### config.mk
export PLATFORM = sky130hd
export DESIGN_NAME = line_buf_ctrl
export DESIGN_NICKNAME = d
export VERILOG_FILES = /design/src/rtl/line_buf_ctrl.sv
export SDC_FILE = /design/constraint.sdc
export NUM_CORES = 1
export LEC_CHECK = 0
export CORE_MARGIN = 10
export CORE_UTILIZATION = 45
export CTS_CLUSTER_DIAMETER = 100
export DETAILED_ROUTE_END_ITERATION = 8
export GPL_ROUTABILITY_DRIVEN = 0
export SYNTH_ARGS = -nofsm -noshare
export SYNTH_HDL_FRONTEND = slang
export SYNTH_SLANG_ARGS = --single-unit
### constraint.sdc
create_clock -name sclk -period 5.2 [get_ports sclk]
set_input_delay 0.78 -clock sclk [delete_from_list [all_inputs] [get_ports sclk]]
set_output_delay 0.78 -clock sclk [all_outputs]
set_load 0.02 [all_outputs]
### src/rtl/line_buf_ctrl.sv
// ---------------------------------------------------------------------------
// line_buf_ctrl
//
// Turns a raster-order pixel stream into vertical pixel columns LINES tall,
// for feeding a sliding-window filter. LINES-1 previous rows are kept in
// circular row memories addressed by the column counter. Each accepted
// pixel shifts its column down by one row, so no FIFO pointers are needed.
//
// Ports
//   sclk      : clock, all logic on the rising edge
//   rst_n     : synchronous active-low reset
//   in_flag   : in_data valid this cycle (single-cycle strobe, any gaps)
//   in_data   : incoming pixel, raster order
//   clr       : synchronous frame restart (wins over in_flag)
//   out_flag  : out_col / out_x / out_y valid this cycle
//   out_col   : column, MSB slice = oldest row, LSB slice = newest pixel
//   out_x     : column index of out_col
//   out_y     : row index of the newest pixel in out_col
//   frame_end : pulses with out_flag for the last pixel of the frame
// ---------------------------------------------------------------------------
module line_buf_ctrl #(
  parameter int DW    = 8,
  parameter int IMG_W = 50,
  parameter int IMG_H = 50,
  parameter int LINES = 3
) (
  input  logic                       sclk,
  input  logic                       rst_n,
  input  logic                       in_flag,
  input  logic [DW-1:0]              in_data,
  input  logic                       clr,
  output logic                       out_flag,
  output logic [LINES*DW-1:0]        out_col,
  output logic [$clog2(IMG_W)-1:0]   out_x,
  output logic [$clog2(IMG_H)-1:0]   out_y,
  output logic                       frame_end
);

  localparam int XW = $clog2(IMG_W);
  localparam int YW = $clog2(IMG_H);

  localparam logic [XW-1:0] X_LAST   = XW'(IMG_W - 1);
  localparam logic [YW-1:0] Y_LAST   = YW'(IMG_H - 1);
  // First row whose pixels complete a full column.
  localparam logic [YW-1:0] Y_PRIMED = YW'(LINES - 1);

  logic [XW-1:0]      x;
  logic [YW-1:0]      y;
  logic               accept;
  logic [LINES*DW-1:0] col;

  // Row memory 0 holds the previous row, row memory LINES-2 the oldest one.
  logic [DW-1:0] mem [LINES-1][IMG_W];

  // A pixel is taken only outside reset and when no restart is requested.
  assign accept = rst_n & ~clr & in_flag;

  // Assemble the column from pre-write memory contents plus the new pixel.
  always_comb begin
    // NOTE: a full default assignment before the loop keeps every bit of col
    // driven on every path, so no latch can be inferred.
    col           = '0;
    col[DW-1:0]   = in_data;
    for (int k = 0; k < LINES - 1; k++) begin
      col[(k+1)*DW +: DW] = mem[k][x];
    end
  end

  // NOTE: the row memories have no reset; stale contents are overwritten while
  // the first LINES-1 rows of a frame prime the buffer, and out_flag stays low
  // until then. Leaving reset off also keeps them mappable to block RAM.
  always_ff @(posedge sclk) begin
    if (accept) begin
      mem[0][x] <= in_data;
      // Non-blocking reads below see the contents from before this edge,
      // which is exactly the downward shift of the column.
      for (int k = 1; k < LINES - 1; k++) begin
        mem[k][x] <= mem[k-1][x];
      end
    end
  end

  // Raster position counters.
  always_ff @(posedge sclk) begin
    // NOTE: sequential state uses non-blocking assignments only, so every
    // register samples the values from before the edge regardless of order.
    if (!rst_n) begin
      x <= '0;
      y <= '0;
    end else if (clr) begin
      x <= '0;
      y <= '0;
    end else if (in_flag) begin
      if (x == X_LAST) begin
        x <= '0;
        y <= (y == Y_LAST) ? '0 : y + 1'b1;
      end else begin
        x <= x + 1'b1;
      end
    end
  end

  // Output registers: one cycle after acceptance; column data held in gaps.
  always_ff @(posedge sclk) begin
    if (!rst_n) begin
      out_flag  <= 1'b0;
      frame_end <= 1'b0;
      out_col   <= '0;
      out_x     <= '0;
      out_y     <= '0;
    end else if (clr) begin
      out_flag  <= 1'b0;
      frame_end <= 1'b0;
    end else if (in_flag) begin
      out_flag  <= (y >= Y_PRIMED);
      frame_end <= (x == X_LAST) && (y == Y_LAST);
      out_col   <= col;
      out_x     <= x;
      out_y     <= y;
    end else begin
      out_flag  <= 1'b0;
      frame_end <= 1'b0;
    end
  end

endmodule

==> results of run 1 <==
==> state kept, by name, summed over array words and instances, names as in the netlist <==
register,count
frame_end,1
mem,800
out_col,24
out_flag,1
out_x,6
out_y,6
x,6
y,6
==> worst min-delay path, stage by stage, from the launching register on <==
cell,delay [ns]
dfxtp_1,0.31
nand2_1,0.04
a21boi_0,0.06
==> synthesized netlist by cell type, types with 17 or more instances <==
cell      count
dfxtp_1      50
a22o_1       17
buf_2        45
a22oi_1      53
o22ai_1      44
clkbuf_1     48
nand2_1     108
mux2_2       35
edfxtp_1    800
nor2_1      109
a221oi_1     74
a21boi_0     20
a21oi_1      39
mux4_2       57
o21ai_0      42
mux2i_1     115
==> per-stage QoR <==
stage	instance area (sq um)	power (uW)	std cells	util, %	setup slack, ns
3_5_place_dp	35000	8110	2903	48.1	0.790
5_1_grt	37700	14200	3059	51.7	0.663
6_report	37700	13800	3059	51.7	0.635
3_3_place_gp	35000	8100	2903	48.1	0.855
2_1_floorplan	33000	7870	1900	-	1.89
4_1_cts	37700	13900	3059	51.7	0.782
==> final cells by class <==
class,instances,area [sq um],area share [%]
well taps,959,1200,3.19
clock inverters,43,335,0.890
flip-flops and latches,850,25000,66.5
multi-input cells,919,7330,19.5
inverters,7,26.3,0.0698
clock buffers,113,2300,6.11
repair buffers,168,1430,3.80
==> routing by layer <==
| metal | share of wire (%) | up-vias | GRT usage (%) |
|---|---|---|---|
| met1 | 39 | 10100 | 31.6 |
| met3 | 11 | 229 | 5.47 |
| li1 | - | 7959 | - |
| met4 | 4.1 | 6 | 9.66 |
| met5 | 0.045 | - | 0 |
| met2 | 46 | 1277 | 36.3 |
==> cells by family (layout without fill, tap and decap cells) <==
group,count (synthesis),after routing
AO/OA/AOI/OAI,383,383
XOR/XNOR,8,8
adder cells (fa/ha/maj),5,5
buffers and inverters,131,331
flip-flops,850,850
multiplexers,214,214
AND/OR/NAND/NOR,309,309
==> how the worst min path moves through the flow <==
stage,from,endpoint,depth (start not counted)
finish,out_x[1],out_x[1],2
floorplan,y[5],out_y[5],2
detailed placement,out_x[1],out_x[1],2
global placement,out_x[0],out_x[0],2
global route,out_col[0],out_col[0],2
CTS,out_x[1],out_x[1],2
==> power by group through the flow <==
stage	Sequential [uW]	Combinational [uW]	Clock (uW)
floorplan	7680	192	0
global placement	7670	430	0
detailed placement	7680	438	0
global route	7530	464	6160
finish	7530	444	5840
CTS	7530	440	5900
==> impl_metrics.tcl, run 1 <==
set metrics [dict create \
    status "complete, no violations" \
    drtPass1Iterations 6 \
    power_density_mw_per_mm2 367 \
    crit_buf_inv 2 \
    htree_levels 3 \
    rows 99 \
    cp_num_cells 7 \
    die_w_microns 291 \
    grt_pass1_vias 18800 \
    postCtsSetupRepairBufs 0 \
    antennaDiodeCount 0 \
    cts-buffers-inserted 86 \
    antenna_found_initial 5 \
    reg2reg_depth 7 \
    drc 0 \
    drt-total-wl_microns 101000 \
    final_common_cell "edfxtp_1" \
    clk_latency_ns 0.66 \
    crit_chain "buf_4 > nand2b_1 > o22ai_1 > o31ai_1 > nand4_1 > buf_4 > o21ba_1" \
    synth_simple_gate_area_share_pct 4.26 \
    worst_pin_slew_ns 1.34 \
    numPortBuffers 49 \
    r2r_slack_ns 0.64 \
    synth_seq_area_share_pct 75.8 \
    crit_arrival_ns 5.10 \
    clk_path_buf_depth 3 \
    slowest_stage "nand4_1" \
    grt_pass1_wl_microns 143000 \
    drv_cap 0 \
    cts_resized 0 \
    switching_power_uw 2900 \
    ant_nets 0 \
    num_vias 19500 \
    hold_viol 0 \
    cpPeakStageDelay_ns 1.01 \
    p_sw_share_pct 21.0 \
    synth_top_area_cell "edfxtp_1" \
    synth-edff-count 800 \
    syn2layout_area_growth_pct 14.2 \
    synth_area_leaders "edfxtp_1 (73%), mux4_2 (3.9%), mux2i_1 (3.5%)" \
    netlist_area_sq_mm 0.0330 \
    wl_per_cell_microns 33.2 \
    synthXorXnorAreaFrac_pct 0.212 \
    p_seq_share_pct 54.5 \
    crit_family "simple AND/OR/NAND/NOR gates" \
    hold_buffers 0 \
    critical_path_class "reg -> reg" \
    dieArea_sq_mm 0.0845 \
    layout_common_cells "edfxtp_1 (800), mux2i_1 (115), buf_4 (112)" \
    setup-violations-final 0 \
    cts.sinks 850 \
    path_common_cell "buf_4" \
    cts-root-buf "clkbuf_16" \
    skew_ns 0.0328 \
    synthFlopType "edfxtp_1" \
    ys_warn_count 0 \
    setup-tns-final_ns 0 \
    nets 2049 \
    grt_usage_pct 23.5 \
    grt_max_degree 62 \
    crit_fanout 53 \
    vdd_drop_max_mv 0.258 \
    coreArea_sq_mm 0.0728 \
    synthAdderAreaFrac_pct 0.190 \
    fillers 5871 \
    clk_pin_slew_ns 0.06 \
    min_period_over_period_pct 87.8 \
    synth_compound_area_share_pct 8.53 \
    die_h_microns 291 \
    synth-async-reset-ratio_pct 0 \
    startpoint_type "register" \
    hpwl_microns 61400 \
    p_leak_uw 0.0118 \
    via_per_inst 6.39 \
    floorplan.initialDensity_pct 45.3 \
    fmax_ghz 0.219 \
    synth_top_family_by_area "multiplexers" \
    cts_tree "yes" \
    io_pins 50 \
    synth.distinct_cells 75 \
    synth_top_cell_area_share_pct 72.8 \
    hold_path_class "reg -> reg" \
    power_frac_clock_pct 42.3 \
    period_needed_ns 4.56 \
    worst_setup_path_end_kind "register" \
    drt_iter0_markers 3005 \
    drive_gt1_share_pct 17.5 \
    holdWs_ns 0.464 \
    syn-num-nets 1917 \
    synth_seq_cells 850 \
    rsz0062_at_grt "no" \
    r2r_start "x[0]" \
    grt-ovfl-total 0 \
    combPwrFrac_pct 3.2 \
    slew_headroom_pct 10.8 \
    timing.rr.end "out_col[11]" \
    crit_end "out_col[11]" \
    crit_path_start "x[0]" \
    internal-power_uw 10900 \
    synth_mux_area_share_pct 8.90 \
    slew_viol_final 0 \
    syn_area_per_cell_sq_um 17.4 \
    syn_inst 1900 \
    cp.required_ns 5.74 \
]
Note: power is estimated with default switching activity, not from simulation.
==> run 2: changes to the inputs <==
Clock period 5.2 ns to 4.9 ns, I/O delays scaled along.
==> run 2 against run 1 <==
Combinational power is 6.8% higher. Clock power rose by 11%. Critical path depth is 1 lower. Core utilization up 0.39 points. Sequential power grew 6.1%. First-iteration DRC count fell by 14%. Die area stayed put. Global-route usage shrank 0.31 points. Largest power group unchanged. Via count shrank 0.83%. Sequential share of layout area shrank 0.50 points. Critical path type unchanged. Worst hold slack hardly changed.
==> impl_metrics.tcl, run 2 (synthesis gave the netlist of run 1 again) <==
set metrics [dict create \
    io_pins 50 \
    cts.sinks 850 \
    setup_ws_ns 0.533 \
    fillers 5819 \
    min_period_over_period_pct 89.1 \
    die_h_microns 291 \
    drv_cap 0 \
    reg2reg_depth 6 \
    worst_pin_slew_ns 1.33 \
    crit_chain "nor2_2 > buf_4 > a22o_1 > a221oi_1 > o22ai_1 > or4b_2" \
    cpPeakStageDelay_ns 1.22 \
    post-route-util_pct 52.1 \
    via_per_inst 6.29 \
    critical_path_class "reg -> reg" \
    grt_pass1_wl_microns 142000 \
    holdPathEnd "out_y[3]" \
    worst_setup_path_end_kind "register" \
    holdPathStages 2 \
    power_density_mw_per_mm2 394 \
    nets 2068 \
    antenna_found_initial 3 \
    period_needed_ns 4.37 \
    hold_viol 0 \
    r2r_slack_ns 0.53 \
    final_common_cell "edfxtp_1" \
    grt_max_degree 52 \
    fin_area_sq_mm 0.0380 \
    skew_ns 0.0246 \
    globalRouteMet3Util_pct 5.64 \
    regMostFlops "mem" \
    setup-violations-final 0 \
    slowest_stage "or4b_2" \
    largest_register_ffs 800 \
    cts-root-buf "clkbuf_16" \
    hpwl_microns 62200 \
    drt-total-wl_microns 100000 \
    globalRouteMet1Util_pct 31.0 \
    grt_pass1_vias 18900 \
    antennaDiodeCount 0 \
    slew_headroom_pct 11.6 \
    die_w_microns 291 \
    syn2layout_area_growth_pct 15.0 \
    numPortBuffers 49 \
    drc 0 \
    slew_viol_final 0 \
    layout_common_cells "edfxtp_1 (800), buf_4 (133), mux2i_1 (115)" \
    drive_gt1_share_pct 18.3 \
    coreArea_sq_mm 0.0728 \
    cts-buffers-inserted 86 \
    dieArea_sq_mm 0.0845 \
    ant_nets 0 \
    fmax_ghz 0.229 \
    clk_latency_ns 0.65 \
    cp.required_ns 5.07 \
    startpoint_type "register" \
    wl_per_cell_microns 32.6 \
    htree_levels 3 \
    drt_iter0_markers 2572 \
    largestRegisters "mem x800, out_col x24" \
    drtPass1Iterations 6 \
    cts_tree "yes" \
    grt-busiest-layer "met2" \
    hold_buffers 0 \
    grt-ovfl-total 0 \
    grt_usage_pct 23.1 \
    crit_fanout 51 \
    hold_path_class "reg -> reg" \
    num_vias 19400 \
    dp_slack_ns 0.675 \
    crit_arrival_ns 4.54 \
    grt_use_met2_pct 35.3 \
    vdd_drop_max_mv 0.249 \
    place_area_sq_mm 0.0352 \
    clk_pin_slew_ns 0.06 \
    min_from "out_y[3]" \
    cts_resized 0 \
    rows 99 \
    setup-tns-final_ns 0 \
    postCtsSetupRepairBufs 0 \
    rsz0062_at_grt "no" \
    clk_path_buf_depth 3 \
    floorplan.initialDensity_pct 45.3 \
    status "complete, no violations" \
    timing.rr.end "mem[0][721]" \
    p_leak_uw 0.0119 \
    r2r_start "x[1]" \
]
run 2: routing by layer:
layer | vias up | part of all wire (%)
li1 | 7994 | -
met1 | 9938 | 39
met2 | 1200 | 45
met3 | 246 | 11
met4 | 4 | 4.7
met5 | - | 0.029
run 2: worst max-delay path by stage:
stage,cells after the start,slack [ns],endpoint,start
global route,6,0.50,mem[0][705],x[1]
finish,6,0.53,mem[0][721],x[1]
global placement,6,0.75,mem[0][433],x[1]
floorplan,8,1.59,mem[0][403],x[2]
detailed placement,6,0.67,mem[0][673],x[1]
CTS,6,0.65,mem[0][433],x[1]
run 2: critical path: cells and delay by family, from the launching register on:
kind	cells	cell delay, ns
buffers and inverters	1	0.32
flip-flops	1	0.94
AND/OR/NAND/NOR	2	1.53
AO/OA/AOI/OAI	3	1.00
run 2: final cells by class:
cell class / count / area, sq um / area share (%)
Multi-Input combinational cell: 919 / 7350 / 19.4
Timing Repair Buffer: 187 / 1550 / 4.08
Sequential cell: 850 / 25000 / 66.0
Clock inverter: 44 / 369 / 0.973
Tap cell: 959 / 1200 / 3.16
Inverter: 7 / 26.3 / 0.0692
Clock buffer: 116 / 2420 / 6.38
run 2: where the power goes:
part	internal, uW	switching, uW	total (uW)	leakage [uW]
logic	129	345	474	0.00297
clock network	3790	2720	6500	0.00137
registers	7970	24.3	7990	0.00760
total	11900	3090	15000	0.0119
run 2: per-stage QoR:
step                hold slack, ns  std cells  power [uW]
floorplan                    0.487       1900        8350
global placement             0.453       2922        8600
detailed placement           0.460       2922        8610
CTS                          0.468       3082       15000
global route                 0.487       3082       15300
finish                       0.464       3082       15000
